<file path="config.mk">
export PLATFORM = sky130hd
export DESIGN_NAME = stream_uart_dump
export DESIGN_NICKNAME = d
export VERILOG_FILES = /design/src/rtl/stream_uart_dump.sv
export SDC_FILE = /design/constraint.sdc
export NUM_CORES = 1
export LEC_CHECK = 0
export ABC_CLOCK_PERIOD_IN_PS = 2300
export CAP_MARGIN = 20
export CORE_AREA = 2 2 130 132
export CTS_BUF_LIST = sky130_fd_sc_hd__clkbuf_8
export DETAILED_ROUTE_END_ITERATION = 6
export DIE_AREA = 0 0 132 134
export GPL_TIMING_DRIVEN = 0
export PLACE_DENSITY_LB_ADDON = 0.08
export SYNTH_ARGS = -nofsm -noshare
export SYNTH_HDL_FRONTEND = slang
export SYNTH_SLANG_ARGS = --single-unit
</file>
<file path="constraint.sdc">
create_clock -name clk -period 2.3 [get_ports clk]
set_input_delay 0.46 -clock clk [delete_from_list [all_inputs] [get_ports clk]]
set_output_delay 0.46 -clock clk [all_outputs]
set_load 0.01 [all_outputs]
</file>
<file path="src/rtl/stream_uart_dump.sv">
// Byte-stream capture stage: buffers incoming bytes in a small FIFO and
// serialises them as UART 8N1. Bytes arriving while the FIFO is full are dropped and counted.
module stream_uart_dump #(
  parameter int CLK_DIV    = 104,
  parameter int FIFO_DEPTH = 16
) (
  input  logic       clk,
  input  logic       resetn,
  input  logic       in_valid,
  input  logic [7:0] in_data,
  output logic       uart_tx,
  output logic       busy,
  output logic       overflow,
  output logic [7:0] drop_count
);

  localparam int AW = $clog2(FIFO_DEPTH);
  localparam int CW = AW + 1;
  localparam int BW = (CLK_DIV > 1) ? $clog2(CLK_DIV) : 1;
  localparam logic [BW-1:0] BAUD_LAST = BW'(CLK_DIV - 1);
  localparam logic [CW-1:0] FULL_CNT  = CW'(FIFO_DEPTH);

  typedef enum logic [1:0] {IDLE, START, DATA, STOP} state_t;

  state_t          state_q, state_d;
  logic [BW-1:0]   baud_q, baud_d;
  logic [2:0]      bit_q, bit_d;
  logic [7:0]      shift_q, shift_d;
  logic            tx_q, tx_d;
  logic [AW-1:0]   wr_ptr_q, wr_ptr_d;
  logic [AW-1:0]   rd_ptr_q, rd_ptr_d;
  logic [CW-1:0]   count_q, count_d;
  logic            overflow_q, overflow_d;
  logic [7:0]      drop_q, drop_d;
  logic [7:0]      mem_q [FIFO_DEPTH];

  logic pop, push, drop, baud_done;

  // State register and all control flops
  always_ff @(posedge clk or negedge resetn) begin
    if (!resetn) begin
      state_q    <= IDLE;
      baud_q     <= '0;
      bit_q      <= '0;
      shift_q    <= '0;
      tx_q       <= 1'b1;
      wr_ptr_q   <= '0;
      rd_ptr_q   <= '0;
      count_q    <= '0;
      overflow_q <= 1'b0;
      drop_q     <= '0;
    end else begin
      state_q    <= state_d;
      baud_q     <= baud_d;
      bit_q      <= bit_d;
      shift_q    <= shift_d;
      tx_q       <= tx_d;
      wr_ptr_q   <= wr_ptr_d;
      rd_ptr_q   <= rd_ptr_d;
      count_q    <= count_d;
      overflow_q <= overflow_d;
      drop_q     <= drop_d;
    end
  end

  // Storage carries no reset; emptiness is tracked by count_q alone
  always_ff @(posedge clk) begin
    if (push) mem_q[wr_ptr_q] <= in_data;
  end

  // Next-state logic
  always_comb begin
    state_d   = state_q;
    baud_d    = baud_q;
    bit_d     = bit_q;
    shift_d   = shift_q;
    baud_done = (baud_q == BAUD_LAST);
    case (state_q)
      IDLE: begin
        if (count_q != '0) begin
          state_d = START;
          shift_d = mem_q[rd_ptr_q];
          baud_d  = '0;
          bit_d   = '0;
        end
      end
      START: begin
        if (baud_done) begin
          state_d = DATA;
          baud_d  = '0;
        end else begin
          baud_d = baud_q + 1'b1;
        end
      end
      DATA: begin
        if (baud_done) begin
          baud_d  = '0;
          shift_d = {1'b0, shift_q[7:1]};
          bit_d   = bit_q + 3'd1;
          if (bit_q == 3'd7) state_d = STOP;
        end else begin
          baud_d = baud_q + 1'b1;
        end
      end
      STOP: begin
        if (baud_done) begin
          state_d = IDLE;
          baud_d  = '0;
        end else begin
          baud_d = baud_q + 1'b1;
        end
      end
      default: state_d = IDLE;
    endcase
  end

  // Output logic: tx is registered from the next state so the line changes on the transition edge
  always_comb begin
    pop = (state_q == IDLE) && (count_q != '0);
    case (state_d)
      START:   tx_d = 1'b0;
      DATA:    tx_d = shift_d[0];
      default: tx_d = 1'b1;
    endcase
  end

  // FIFO bookkeeping and drop accounting
  always_comb begin
    push       = in_valid && ((count_q < FULL_CNT) || pop);
    drop       = in_valid && !push;
    wr_ptr_d   = push ? wr_ptr_q + 1'b1 : wr_ptr_q;
    rd_ptr_d   = pop  ? rd_ptr_q + 1'b1 : rd_ptr_q;
    count_d    = count_q;
    if (push && !pop)      count_d = count_q + 1'b1;
    else if (!push && pop) count_d = count_q - 1'b1;
    overflow_d = overflow_q | drop;
    drop_d     = (drop && (drop_q != 8'hFF)) ? drop_q + 8'd1 : drop_q;
  end

  assign uart_tx    = tx_q;
  assign busy       = (count_q != '0) || (state_q != IDLE);
  assign overflow   = overflow_q;
  assign drop_count = drop_q;

endmodule

</file>
### Word-level counts from Yosys, hierarchy flattened

Memory sizes are Yosys's and may differ from the RTL's.
Index checks and enable logic that the tools add are counted.

| word-level totals | value |
|---|---|
| bits in writable memories | 128 |
| output and inout port bits | 11 |
| register bits | 43 |
| memories kept | 1 |
| input bits | 11 |

Memories:

| memory | depth | bits a word | read ports | clocked after memory_dff | wr ports | line | source |
|---|---|---|---|---|---|---|---|
| mem_q | 16 | 8 | 1 | 0 | 1 | 35 | `logic [7:0] mem_q [FIFO_DEPTH];` |

| operators by class | value |
|---|---|
| equal/unequal tests | 10 |
| bitwise logic cells | 1 |
| magnitude comparators | 1 |
| reduce and logical (&&, ||, !) cells | 17 |
| add/sub/neg operators | 7 |
| muxes and demuxes | 20 |

Operator list:

| cell | count |
|---|---|
| 2-to-1 mux 8 bit | 2 |
| one-hot mux 8 bit (2 select lines) | 1 |
| 2-to-1 mux 7 bit | 2 |
| one-hot mux 7 bit (2 select lines) | 1 |
| 2-to-1 mux 2 bit | 5 |
| 2-to-1 mux 5 bit | 2 |
| adder 4 x 1 -> 4 bit, second input constant | 2 |
| adder 8 x 1 -> 8 bit, second input constant | 1 |
| != test 8 bit, second input constant | 1 |
| one-hot mux 2 bit (4 select lines) | 1 |
| adder 7 x 1 -> 7 bit, second input constant | 1 |
| equality test 7 bit, second input constant | 1 |
| equality test 2 bit, second input constant | 3 |
| logical AND 1 bit | 6 |
| 2-to-1 mux 3 bit | 2 |
| one-hot mux 3 bit (2 select lines) | 1 |
| nonzero test 2 bit | 3 |
| adder 5 x 1 -> 5 bit, second input constant | 1 |
| < comparator 5 bit, second input constant | 1 |
| nonzero test 5 bit | 1 |
| subtractor 5 x 1 -> 5 bit, second input constant | 1 |
| equality test 2 x 1 -> 1 bit, second input constant | 2 |
| adder 3 x 1 -> 3 bit, second input constant | 1 |
| equality test 3 bit, second input constant | 1 |
| 10 further kinds | 13 |

### Longest topological paths before layout

Gate-level depths: netlist of the first run.

| logic depth | value |
|---|---|
| depth after elaboration | 8 |
| mapped depth | 11 |
| mapped depth without buffers | 10 |

### Worst setup path after synthesis of the first run

No wires, ideal clock.

| path | value |
|---|---|
| path type | register to register |
| from | register state_q[0] |
| to | register count_q[4] |
| library setup time | 0.080 ns |
| data required time | 2.220 ns |
| buffers on the path | 2 |
| cell stages (with the launch flop) | 12 |
| slack | -0.288 ns |
| data arrival time | 2.508 ns |
| clock period less this slack | 2.588 ns |
| path through | dfrtp_1 buf_2 or2_2 buf_2 a21boi_4 ha_1 inv_1 ha_1 a21o_1 a21oi_1 mux2i_1 xnor2_1 |

| between the ends | value |
|---|---|
| longest elaborated chain between the ends | 7 |

Ends and longest elaborated chain:

| what | line | source |
|---|---|---|
| start: declaration | 25 | `state_t state_q, state_d;` |
| start signal: assignment | 53 | `state_q <= state_d;` |
| zero test 2 bit (*) | 119 | `pop = (state_q == IDLE) && (count_q != '0);` |
| logical AND 1 bit (*) | 119 |  |
| logical OR 1 bit (*) | 129 | `push = in_valid && ((count_q < FULL_CNT) \|\| pop);` |
| logical AND 1 bit (*) | 129 |  |
| net push | 37 | `logic pop, push, drop, baud_done;` |
| zero test 1 bit | 135 | `else if (!push && pop) count_d = count_q - 1'b1;` |
| logical AND 1 bit | 135 |  |
| nonzero test 2 bit (no line) | - |  |
| end signal: assignment | 60 | `count_q <= count_d;` |
| end: declaration | 32 | `logic [CW-1:0] count_q, count_d;` |

Mark *: on every way through the listed nets, which the timed path passes. The rest lies on a longest branch.
A chain may end at the register's enable or synchronous reset.

### Final worst setup path of the first run

| path | value |
|---|---|
| from | register state_q[0] |
| to | memory mem_q[9][4] (enable) |

| between the ends | value |
|---|---|
| longest elaborated chain between the ends | 6 |

Ends and longest elaborated chain:

| what | line | source |
|---|---|---|
| zero test 2 bit | 119 |  |
| logical AND 1 bit | 119 |  |
| logical OR 1 bit | 129 |  |
| logical AND 1 bit | 129 |  |
| net push | 37 |  |
| 2-to-1 mux 1 bit | 68 | `if (push) mem_q[wr_ptr_q] <= in_data;` |
| 2-to-1 mux 1 bit (not written as such) | 68 |  |
| end: declaration | 35 |  |

The timed path passes the listed nets, and every way through them passes these cells.

==> results of run 1 <==
[metrics by stage]
step | power, mW | instances
2_1_floorplan | 4.50 | 436
3_3_place_gp | 4.83 | 677
3_5_place_dp | 4.91 | 681
4_1_cts | 7.06 | 737
5_1_grt | 7.43 | 740
6_report | 7.09 | 740
[cells in the mapped netlist, drive strengths merged (2+ instances only)]
master  count  area [sq um]
nand4       6          37.5
edfxtp    128          3840
o21ai      20           100
mux2        4          45.0
mux2i      17           170
nor3        8          40.0
ha         13           163
a32oi       3          26.3
inv        15          56.3
clkbuf      8          30.0
mux4       31           698
a21oi       9          48.8
nor2       23          88.8
nor2b       2          12.5
o221ai      2          17.5
xnor2      10          87.6
a31o        2          17.5
nand2      22          82.6
a22oi       3          22.5
a22o        4          38.8
a21o        4          30.0
xor2        8          70.1
and2        4          25.0
a31oi       3          18.8
o22ai       4          25.0
a221o       4          40.0
dfrtp      42          1050
nand3       9          50.1
buf        13          80.1
[routing by layer]
layer  global-route usage  up-vias  wire, microns
li1                     -     1841              -
met1                0.232     2045           6560
met2                0.328       59           8190
met3               0.0351       15            442
met4               0.0543        0            176
met5                    0        -              0
[logic make-up (layout without fill, tap and decap cells)]
logic type	after synthesis	in the layout	share of synthesized area
AOI/OAI and AO/OA	64	64	0.0619
buffers and inverters	36	120	0.0232
DFF	171	171	0.686
muxes	52	52	0.127
xor gates and xnor gates	18	18	0.0220
adders and majority gates	14	14	0.0255
and+or+nand+nor	81	81	0.0546
[critical path, cell delays in order (launching register included)]
cell      delay, ns
dfrtp_2        0.42
or2_4          0.26
buf_12         0.13
a21boi_4       0.18
buf_12         0.14
nand3b_1       0.23
nor2_2         0.59
[layout make-up]
type | count | area, sq um
fill | 1367 | 7730
clock inverter | 15 | 129
tap | 220 | 275
clock buffer | 17 | 234
timing repair buffer | 54 | 542
multi-input combinational | 229 | 2270
buffer | 19 | 133
inverter | 15 | 58.8
sequential | 171 | 4920
[flip-flops by register name, summed over array words and instances, names as in the netlist]
register / flops
overflow: 1
shift_q: 8
uart_tx: 1
count_q: 5
drop_count: 8
wr_ptr_q: 4
bit_q: 3
state_q: 2
rd_ptr_q: 4
mem_q: 128
baud_q: 7
[worst min-delay path by stage]
| stage | endpoint | slack (ns) | cells past startpoint |
|---|---|---|---|
| final | overflow$_DFF_PN0_ | 0.47 | 1 |
| after global routing | overflow$_DFF_PN0_ | 0.50 | 1 |
| after CTS | overflow$_DFF_PN0_ | 0.48 | 1 |
| after detailed placement | drop_count[4]$_DFFE_PN0P_ | 0.46 | 1 |
| after global placement | overflow$_DFF_PN0_ | 0.45 | 1 |
| after floorplan | baud_q[0]$_DFFE_PN0P_ | 0.16 | 0 |
[repair_timing]
action                                  in CTS  in global routing
endpoints found under the setup margin     126                 53
endpoints found under the hold margin       18                  0
pin swaps                                   18                  8
gates resized for setup                     40                 10
setup buffers                               24                  4
hold buffers                                 1                  0
[power by group]
group | internal (mW) | switching (mW)
registers | 3.59 | 0.203
clock network | 0.779 | 1.18
logic | 0.601 | 0.727
total | 4.97 | 2.11
==> impl_results.md, run 1 <==
* Leakage Power at 3.01 nW
* PortBufs at 21
* Max-cap violations at 0
* Post-synthesis register bit count at 171
* Total core area at 16300 sq um
* Vias in the first global route at 4112
* Crit Path Max Fanout at 8
* Final WL at 15.4 mm
* Syn_nets at 461
* Sequential share of the synthesized area at 0.686
* Flop-to-flop setup slack at -0.02 ns
* Fin. Hold Viols at 0
* DRT iter0 DRCs at 278
* Fin crit period at 2.32 ns
* DRC at 0
* Die Y at 134 microns
* # diodes at 0
* Post-route cell area at 8560 sq um
* Hold_sp: overflow$_DFF_PN0_
* Initial Util at 0.441
* Clock Path Buffers at 2
* Avg Inst Size Synth at 16.5 sq um
* Worst setup SP type: flip-flop
* Most common cell after layout, fill and taps aside: edfxtp_1
* Worst VDD drop at 0.401 mV
* Clock latency on the worst-skew pair at 0.46 ns
* Worst hold path class: reg -> reg
* Worst setup margin at -0.0211 ns
* Synth Warn # at 0
* Worst r2r path cells at 6
* Skew final at 0.0127 ns
* Area delta synth->final at 19.3%
* Sink Count at 171
* R2r startpoint: state_q[0]$_DFF_PN0_
* Power per cell area at 827 nW/um^2
* Most frequent cells in the layout: edfxtp_1, dfrtp_1, mux4_2, buf_4, nand2_1
* Crit path to: mem_q[9][4]$_DFFE_PP_
* Pre-CTS setup slack at -0.656 ns
* Placer Congestion at 0.734
* H-tree levels at 4
* Gr usage total at 0.185
* Number of top-level pins at 22
* Vias at 3960
* Util after Layout at 0.526
* RSZ-0062 raised after global routing: yes
* Top FF cell, synth: edfxtp_1
* Critical Path RT at 2.40 ns
* TritonCTS buffer count at 17
* Full die area at 17700 sq um
* Row count at 47
* Relative slew slack at 0.509
* Layout cells sized above 1 at 0.302
* Critical path type: reg -> reg
* Fin crit share at 1.01
* Final Max Tran Viols at 0
* Avg WL per Cell at 20.8 microns
* Clk slew on worst S/H paths at 0.10 ns
* Failing checks: negative setup slack
* Total gr overflow at 0
* Post-synth EDFFs at 128
* Die width at 132 microns
* Placed cell areas at 7780 sq um
* Ys async rst share at 0.251
* Clk Tree Root Cell: clkbuf_8
* Post-Route Setup TNS at -0.147 ns
* Least-Margin Pin Slew at 0.737 ns
* WHS at 0.473 ns
* Status: complete, but fails checks
* Post-DRT Antenna Nets at 0
* Setup violators final at 13
* Post-Syn Instances at 436
* Worst r2r dst: mem_q[9][4]$_DFFE_PP_
* Post-DP HPWL at 9.86 mm
* Mapped cell area at 7180 sq um
* First-pass GRT wire length at 23.8 mm
* CP startpoint: state_q[0]$_DFF_PN0_
* CTS tree: built
* Initial antenna violation count at 0
* DR pass1 iterations at 4
* Via/cell ratio at 5.35
* Nets at 532
* CP arrival at 2.42 ns
* Fmax at 431 MHz
* CP endpoint kind: flip-flop
* Largest net degree at the start of global routing at 26
* Netlist cell types at 51
(Power assumes the default switching activity.)
==> inputs of run 2 (changes only) <==
- PLACE_DENSITY_LB_ADDON: 0.08 -> 0.2
==> run 2 against run 1 <==
Compared with the run above: the run now ends clean; die area is the same; maximum frequency increased by 1.8%; clock skew is 0.0011 ns lower; worst setup slack improved by 0.042 ns; non-clock buffer count is 2 higher; cell area grew 1.5%; routed wire length fell by 2.8%; critical path type unchanged.
==> impl_results.md, run 2 (synthesis results as in run 1) <==
* Worst hold path class: in -> async
* TritonCTS buffer count at 17 (unchanged)
* Most common cell after layout, fill and taps aside: edfxtp_1
* Fmax at 439 MHz (+1.8%)
* Placer Congestion at 0.758 (+3.2%)
* Final WL at 14.9 mm (-2.8%)
* Worst path max stage delay at 0.44 ns (-0.15 ns)
* Skew final at 0.0116 ns (-0.00109 ns)
* Initial antenna violation count at 0 (unchanged)
* Worst setup SP type: flip-flop
* Most frequent cells in the layout: edfxtp_1, dfrtp_1, mux4_2, buf_4, nand2_1
* Post-Route Setup TNS at 0 ns (+0.147 ns)
* CP arrival at 2.63 ns (+0.21 ns)
* Row count at 47 (unchanged)
* Post-DRT Antenna Nets at 0 (unchanged)
* Vias at 4067 (+2.7%)
* Clk slew on worst S/H paths at 0.10 ns (about the same)
* Avg WL per Cell at 20.1 microns (-3.0%)
* Design Power at 7.53 mW (+6.3%)
* Total core area at 16300 sq um (unchanged)
* Clk Tree Root Cell: clkbuf_8
* H-tree levels at 4 (unchanged)
* Power per cell area at 866 nW/um^2 (+4.7%)
* DR pass1 iterations at 5 (+1)
* Leakage Power at 3.07 nW (+1.9%)
* Final Max Tran Viols at 0 (unchanged)
* Max reg flops at 128 (unchanged)
* Crit path cell chain: nor4_4 -> buf_4 -> a21oi_4 -> inv_2 -> ha_4 -> inv_4 -> ha_4 -> a21o_1 -> a21oi_2 -> mux2i_1 -> xnor2_1
* Buf/Inv on CP at 3 (+1)
* Fin. Hold Viols at 0 (unchanged)
* Die width at 132 microns (unchanged)
* CTS tree: built
* Initial Util at 0.441 (unchanged)
* # diodes at 0 (unchanged)
* Clock latency on the worst-skew pair at 0.46 ns (about the same)
* Most frequent CP cell: ha_4
* Post-DP HPWL at 9.37 mm (-4.9%)
* Max-cap violations at 0 (unchanged)
* DRC at 0 (unchanged)
* Nets at 534 (+0.38%)
* CP endpoint kind: flip-flop
* Largest Register: mem_q
* Critical Path RT at 2.65 ns (+0.25 ns)
* Full die area at 17700 sq um (unchanged)
* Vias in the first global route at 4070 (-1.0%)
* Status: finished, final reports clean
* Least-Margin Pin Slew at 0.735 ns (-0.00218 ns)
* Area delta synth->final at 21.1%
* Critical path type: reg -> reg
* Number of top-level pins at 22 (unchanged)
* Total gr overflow at 0 (unchanged)
* Max stage delay cell, worst path: dfrtp_2
* Filler cell count in the final layout at 1328 (-2.9%)
* Sink Count at 171 (unchanged)
* Critical path's top delay family: flip-flops
* Crit Path Max Fanout at 4 (-4)
* Setup violators final at 0 (-13)
* Largest net degree at the start of global routing at 32 (+23%)
* Fin crit period at 2.28 ns (-0.0417 ns)
* Fin crit share at 0.991 (-0.0181)
* PortBufs at 21 (unchanged)
* Worst VDD drop at 0.591 mV (+47%)
* Layout cells sized above 1 at 0.301 (-0.00116)
* Relative slew slack at 0.510 (+0.00145)
* First-pass GRT wire length at 23.0 mm (-3.2%)
* RSZ-0062 raised after global routing: yes
* Via/cell ratio at 5.48 (+2.4%)
* Gr usage total at 0.177 (-0.00828)
* Die Y at 134 microns (unchanged)
* DRT iter0 DRCs at 348 (+25%)
* Clock Path Buffers at 2 (unchanged)
==> run 2: layer usage <==
layer / GRT usage / wire, microns / up-vias
met5: 0 / 0 / -
met4: 0.0664 / 188 / 0
met3: 0.0423 / 659 / 18
met2: 0.292 / 7520 / 113
met1: 0.228 / 6580 / 2092
li1: - / - / 1844
==> run 2: layout make-up <==
type | instances | area [sq um] | area share
inverter | 15 | 58.8 | 0.00677
clock inverter | 15 | 205 | 0.0236
tap | 220 | 275 | 0.0317
sequential | 171 | 4920 | 0.567
clock buffer | 17 | 234 | 0.0269
multi-input combinational | 229 | 2270 | 0.261
timing repair buffer | 56 | 594 | 0.0684
buffer | 19 | 128 | 0.0147
==> run 2: timing repair <==
item,in CTS,in global routing
pin swaps,8,26
buffers inserted,12,19
gates resized for setup,40,9
hold buffers,1,0
gates cloned,0,0
hold endpoints to repair,12,0
endpoints found under the setup margin,134,82
==> run 2: report_power, final <==
part	switching (mW)	internal, mW	total, mW
registers	0.198	3.59	3.79
logic	0.763	0.644	1.41
clock network	1.21	1.12	2.33
total	2.17	5.36	7.53
==> run 2: metrics by stage <==
step | hold slack [ns] | instances | area, sq um | util | setup slack [ns]
5_1_grt | 0.431 | 742 | 8690 | 0.534 | -0.0579
3_3_place_gp | 0.453 | 677 | 7720 | 0.474 | -0.996
4_1_cts | 0.430 | 724 | 8430 | 0.517 | -0.0108
3_5_place_dp | 0.391 | 680 | 7760 | 0.477 | -0.616
2_1_floorplan | 0.164 | 436 | 7230 | - | 0.00708
6_report | 0.439 | 742 | 8690 | 0.534 | 0.0205
==> run 2: final timing paths <==
kind / startpoint / end / slack, ns / depth (start not counted)
worst max register to register: count_q[2]$_DFFE_PN0P_ / count_q[4]$_DFFE_PN0P_ / 0.02 / 11
worst max-delay path: count_q[2]$_DFFE_PN0P_ / count_q[4]$_DFFE_PN0P_ / 0.02 / 11
max in group asynchronous: resetn / uart_tx$_DFF_PN1_ / 1.31 / 3
worst min register to register: overflow$_DFF_PN0_ / overflow$_DFF_PN0_ / 0.48 / 1
worst min-delay path: resetn / count_q[2]$_DFFE_PN0P_ / 0.44 / 2
min in group clk: overflow$_DFF_PN0_ / overflow$_DFF_PN0_ / 0.48 / 1
==> inputs of run 3 (changes only) <==
- CTS_CLUSTER_SIZE: unset -> 24
==> results of run 3 <==
Same layout as run 2: the final DEF is identical, and so are final timing and power.
